## src/rtl/alu.sv

```systemverilog
// Registered single-cycle ALU: AND/OR/ADD/XOR/SUB/SLT/NOR with carry-out and zero flag.
// ADD and SUB share one WIDTH+1-bit adder; unknown opcodes produce zero.
module alu #(
    parameter int unsigned WIDTH = 32
) (
    input  logic             clk,
    input  logic             rst,
    input  logic [WIDTH-1:0] A,
    input  logic [WIDTH-1:0] B,
    input  logic [3:0]       ALU_Sel,
    output logic [WIDTH-1:0] ALU_Out,
    output logic             coutfin,
    output logic             z
);

    typedef enum logic [3:0] {
        OpAnd = 4'b0000,
        OpOr  = 4'b0001,
        OpAdd = 4'b0010,
        OpXor = 4'b0011,
        OpSub = 4'b0110,
        OpSlt = 4'b0111,
        OpNor = 4'b1100
    } op_e;

    logic [WIDTH-1:0] alu_out_q, alu_out_d;
    logic             cout_q, cout_d;
    logic             z_q, z_d;

    logic             is_sub;
    logic [WIDTH-1:0] b_opnd;
    logic [WIDTH:0]   sum;
    logic             slt;

    // SUB reuses the adder as A + ~B + 1, so bit WIDTH is the no-borrow flag.
    assign is_sub = (ALU_Sel == OpSub);
    assign b_opnd = is_sub ? ~B : B;
    assign sum    = {1'b0, A} + {1'b0, b_opnd} + {{WIDTH{1'b0}}, is_sub};
    assign slt    = ($signed(A) < $signed(B));

    always_comb begin
        alu_out_d = '0;
        cout_d    = 1'b0;
        case (ALU_Sel)
            OpAnd: alu_out_d = A & B;
            OpOr:  alu_out_d = A | B;
            OpXor: alu_out_d = A ^ B;
            OpNor: alu_out_d = ~(A | B);
            OpSlt: alu_out_d = {{(WIDTH - 1){1'b0}}, slt};
            OpAdd, OpSub: begin
                alu_out_d = sum[WIDTH-1:0];
                cout_d    = sum[WIDTH];
            end
            default: begin
                alu_out_d = '0;
                cout_d    = 1'b0;
            end
        endcase
        z_d = (alu_out_d == '0);
    end

    always_ff @(posedge clk) begin
        if (rst) begin
            alu_out_q <= '0;
            cout_q    <= 1'b0;
            z_q       <= 1'b1;
        end else begin
            alu_out_q <= alu_out_d;
            cout_q    <= cout_d;
            z_q       <= z_d;
        end
    end

    assign ALU_Out = alu_out_q;
    assign coutfin = cout_q;
    assign z       = z_q;

endmodule

```

## config.mk

```make
export PLATFORM = sky130hd
export DESIGN_NAME = alu
export DESIGN_NICKNAME = d
export VERILOG_FILES = /design/src/rtl/alu.sv
export SDC_FILE = /design/constraint.sdc
export NUM_CORES = 1
export LEC_CHECK = 0
export ABC_AREA = 1
export CAP_MARGIN = 40
export CORE_UTILIZATION = 30
export DETAILED_ROUTE_END_ITERATION = 10
export SETUP_SLACK_MARGIN = 0.3
export SYNTH_ARGS = -nofsm -noshare
export SYNTH_HDL_FRONTEND = slang
export SYNTH_SLANG_ARGS = --single-unit
export TNS_END_PERCENT = 100
```

## constraint.sdc

```tcl
create_clock -name clk -period 4.3 [get_ports clk]
set_input_delay 1.075 -clock clk [delete_from_list [all_inputs] [get_ports clk]]
set_output_delay 1.075 -clock clk [all_outputs]
set_load 0.1 [all_outputs]
```

**Word level (Yosys, flattened, before mapping)**

Cells that the tools add are included.

- Output and inout bits: 34
- Register bits after elaboration: 34

- Equality and inequality tests: 6
- Add/sub/neg operators: 2
- Reduce and logical (&&, ||, !) cells: 4
- Bitwise gates (word level): 6
- Order comparisons: 1
- Mux-type cells: 2

Operator list:

| operator | count |
|---|---|
| case mux 32 bit (6 select lines) | 1 |
| inverter 32 bit | 2 |
| adder 32 x 32 -> 33 bit | 1 |
| adder 33 x 1 -> 33 bit | 1 |
| AND 32 bit | 1 |
| logical NOT 32 bit | 1 |
| less-than comparator 32 bit | 1 |
| 2-to-1 mux 32 bit | 1 |
| bitwise OR 32 bit | 1 |
| bitwise XOR 32 bit | 1 |
| equality test 4 x 2 -> 1 bit, second input constant | 2 |
| equality test 4 x 3 -> 1 bit, second input constant | 2 |
| equality test 4 x 1 -> 1 bit, second input constant | 1 |
| equality test 4 bit, second input constant | 1 |
| logical NOT 4 bit | 1 |
| OR reduction 2 bit | 2 |
| inverter 1 bit | 1 |

**Logic depth before layout (Yosys ltp)**

- Word-level depth: 6
- Mapped depth: 24
- Gate-level depth less buffers: 24

**Worst setup path before layout**

Ideal clock, no wire load.

- Path kind: input to register
- Start point: input port ALU_Sel[0]
- End point: register z_q (netlist: z)
- Data required time: 4.242 ns
- Setup slack: 0.712 ns
- Stages on the path: 21
- Arrival: 3.530 ns
- Path buffers: 2
- Cell sequence: buf_4 > nor2_4 > nand2_2 > buf_1 > xor2_1 > ha_1 > nand2_1 > inv_1 > a21oi_1 > nand3_1 > nand2_1 > nand3_1 > nand2_1 > nor2_1 > nor2_1 > nand3_1 > nor2_1 > nand3_1 > nor2_1 > nand3_1 > nand2_1

- Longest elaborated chain between the ends: 6

RTL lines:

| item | line | source |
|---|---|---|
| from (decl) | 10 | `input logic [3:0] ALU_Sel,` |
| equality test 4 x 3 -> 1 bit | 36, 44 |  |
| 2-to-1 mux 32 bit | 37 | `assign b_opnd = is_sub ? ~B : B;` |
| adder 32 x 32 -> 33 bit | 38 | `assign sum = {1'b0, A} + {1'b0, b_opnd} + {{WIDTH{1'b0}}, is_sub};` |
| adder 33 x 1 -> 33 bit | 38 |  |
| case mux 32 bit (6 select lines) * | 44 | `case (ALU_Sel)` |
| logical NOT 32 bit * | 59 | `z_d = (alu_out_d == '0);` |
| to (signal assigned) | 70 | `z_q <= z_d;` |
| to (decl) | 28 | `logic z_q, z_d;` |

Every way passes the cells marked *; elsewhere a longest branch is shown, timed or not.
A chain may end at the register's enable or synchronous reset.

**Worst setup path after layout**

- Start point: input port A[0]
- End point: register z_q (netlist: z)

- Longest elaborated chain between the ends: 4

RTL lines:

| item | line | source |
|---|---|---|
| from (decl) | 8 | `input logic [WIDTH-1:0] A,` |
| adder 32 x 32 -> 33 bit or bitwise OR 32 bit (tied branches) | 38, 46, 48 |  |
| adder 33 x 1 -> 33 bit or inverter 32 bit (tied branches) | 38, 48 |  |
| case mux 32 bit (6 select lines) * | 44 |  |
| logical NOT 32 bit * | 59 |  |

Marks and branches as above.

==> flow_metrics.py <==
metrics = {
    "global_routing": {
        "grt_usage_pct": 21.1,
        "grt_pass1_wl_mm": 36.0,
        "grt_max_degree": 35,
        "grt_pass1_vias": 6917,
        "grt-ovfl-total": 0,
        "grt_antenna_before_repair": 0,
    },
    "setup_path": {
        "cp_max_fo": 3,
        "cp-start-kind": "primary input",
        "crit_start": "A[0]",
        "cp_cell_sequence": "clkdlybuf4s50_1, inv_1, nand2_1, nand2_2, fa_2, buf_4, xor2_1, nor2_1, nor2_1, nand2_1, nor2_2, nand2_1, nor2_1, nand2_1, nor2_2, nand3_2, nor2_2, nand3_1, nor2_1, nand3_1, nand2_1",
        "cpPeakStageDelay_ns": 0.48,
        "crit_path_frequent_cell": "nand2_1",
        "cp.required_ns": 4.55,
        "slowest_stage": "clkdlybuf4s50_1",
        "worstSetupPathType": "primary input to register",
        "crit_path_end": "z",
        "cp-end-kind": "register",
        "arrival_ns": 3.89,
    },
    "sta": {
        "whs_ns": 1.42,
        "rsz0062_at_grt": "no",
        "setup_viol": 0,
        "fin_crit_ns": 3.64,
        "finalHoldViolCount": 0,
        "max_freq_ghz": 0.275,
        "tightest_slew_ns": 0.759,
        "slew_viol_final": 0,
        "period_share_pct": 84.6,
        "max_slew_margin_pct": 49.1,
        "worst_slack_ns": 0.661,
    },
    "yosys": {
        "syn_inst": 1042,
        "avgSynthCellArea_um2": 6.15,
        "synth-edff-count": 0,
        "ys.flop_type": "dfxtp_1",
        "syn-cell-area_mm2": 0.00641,
        "yosysWarnings": 0,
        "ys_seq_area_share_pct": 10.6,
        "synth_fp_nets": 1246,
        "async_flop_share_pct": 0,
        "ys_ff_latch": 34,
        "ys_types": 35,
    },
    "routing": {
        "routedLengthMet1_mm": 11.4,
        "highest_layer": "met4",
        "via_count": 7384,
        "wl_mm": 23.1,
        "ant_nets": 0,
        "drc_errors": 0,
        "viasPerCell": 4.75,
        "wl_per_cell_um": 14.8,
        "firstDrtPassIters": 5,
        "wl_met2_mm": 9.92,
        "drt_iter0_drc": 472,
        "met3WireLength_mm": 1.34,
    },
    "cells_and_area": {
        "multiInputGateArea_mm2": 0.00510,
        "nNetsFinal": 1482,
        "syn2layout_area_growth_pct": 47.1,
        "layout-drive-gt1-share_pct": 17.3,
        "fin_util_pct": 45.0,
        "final_common_cell": "nand2_1",
        "seqCellArea_um2": 681,
        "diodes": 0,
        "nFillCells": 2269,
        "layout_common_cells": "nand2_1 (207), inv_1 (177), ha_1 (130), nor2_1 (108), buf_4 (108)",
        "final_area_mm2": 0.00943,
    },
    "clock_network": {
        "cts_tree": "built",
        "numCtsBuffers": 5,
        "clk_pin_slew_worst_paths_ns": 0.06,
        "numClockSinks": 34,
        "cts-root-buf": "clkbuf_16",
        "htree_levels": 2,
        "holdBufCountCts": 0,
        "clockBufferDepth": 2,
    },
    "placement": {
        "io_buffers": 103,
        "pre_cts_slack_ns": -0.185,
        "gp_congestion": 0.934,
        "dp_hpwl_mm": 19.5,
        "post_dp_cell_area_mm2": 0.00890,
    },
    "power": {
        "total_power_w": 0.00190,
        "p_per_area_mw_per_mm2": 202,
        "p_leak_nw": 4.86,
        "peakVddDrop_uv": 128,
    },
    "run": {
        "cap_violations": 0,
    },
    "outcome": {
        "run_status": "finished, final reports clean",
    },
    "floorplanning": {
        "ios": 104,
        "die_h_um": 148,
        "die_x_um": 148,
        "num_rows": 53,
        "core_mm2": 0.0210,
        "initial_utilization_pct": 30.6,
        "die-area_mm2": 0.0219,
    },
    "min_path": {
        "hold_class": "primary input to register",
    },
}
how the worst min path moves through the flow:
stage                     startpoint           to  slack (ns)  cells past startpoint
after floorplan                  rst   ALU_Out[0]        1.35                      2
after global placement           rst  ALU_Out[30]        1.92                      3
after detailed placement         rst  ALU_Out[17]        1.93                      3
after CTS                        rst  ALU_Out[28]        1.62                      3
after global routing      ALU_Sel[1]   ALU_Out[0]        1.47                      6
final                     ALU_Sel[2]   ALU_Out[1]        1.42                      8
per-layer routing:
| metal | GRT usage (%) | vias up |
|---|---|---|
| li1 | - | 3831 |
| met1 | 30.5 | 3343 |
| met2 | 32.9 | 189 |
| met3 | 2.21 | 21 |
| met4 | 5.88 | 0 |
| met5 | 0 | - |
synthesized netlist by cell type (4+ instances only):
master | number | area [um^2]
nand2_1 | 219 | 822
inv_1 | 179 | 672
ha_1 | 133 | 1660
nor2_1 | 121 | 454
a21oi_1 | 78 | 390
nand3_1 | 78 | 390
o21ai_0 | 36 | 180
dfxtp_1 | 34 | 681
xor2_1 | 32 | 280
a211oi_1 | 14 | 105
nand3b_1 | 13 | 97.6
nor3_1 | 13 | 65.1
inv_2 | 11 | 41.3
nand4_1 | 11 | 68.8
a221oi_1 | 10 | 87.6
clkbuf_1 | 7 | 26.3
o22ai_1 | 7 | 43.8
buf_2 | 6 | 30.0
nand2_2 | 5 | 31.3
o21bai_1 | 5 | 37.5
o21ai_1 | 4 | 20.0
logic make-up after synthesis:
logic type	count (synthesis)	synth area share, %
simple gates	466	30.9
buf+inv	210	12.8
compound gates	166	15.0
fa+ha+maj	134	26.3
flops	34	10.6
xor+xnor	32	4.37
where the power goes:
part | internal (W) | switching [W] | total, W
clock network | 0.000230 | 0.000153 | 0.000383
registers | 0.000334 | 0.00000461 | 0.000339
logic | 0.000487 | 0.000693 | 0.00118
layout make-up:
type / instances / area share [%]
Sequential cell: 34 / 7.22
Clock buffer: 7 / 1.51
Timing Repair Buffer: 249 / 26.0
Inverter: 190 / 7.56
Clock inverter: 1 / 0.0531
Multi-Input combinational cell: 798 / 54.0
Tap cell: 275 / 3.65
flip-flops by register name, summed over array words and instances, names as in the netlist:
signal	flops
ALU_Out	32
coutfin	1
z	1
through the flow:
step | std cells | TNS, ns
final | 1554 | 0
after global routing | 1554 | 0
after CTS | 1538 | 0
after detailed placement | 1527 | -0.185
after global placement | 1492 | -0.190
after floorplan | 1042 | 0
critical path, delay by kind of cell:
| family | cells | cell delay (ns) |
|---|---|---|
| buffers and inverters | 3 | 0.69 |
| XOR/XNOR | 1 | 0.12 |
| AND/OR/NAND/NOR | 16 | 1.58 |
| adder cells (fa/ha/maj) | 1 | 0.41 |
timing repair:
item,in CTS,in global routing
buffers inserted,3,14
endpoints found under the setup margin,1,7
pin swaps,5,18
cloned,0,2
gates resized for setup,11,54
Note: power is estimated with default switching activity, not from simulation.
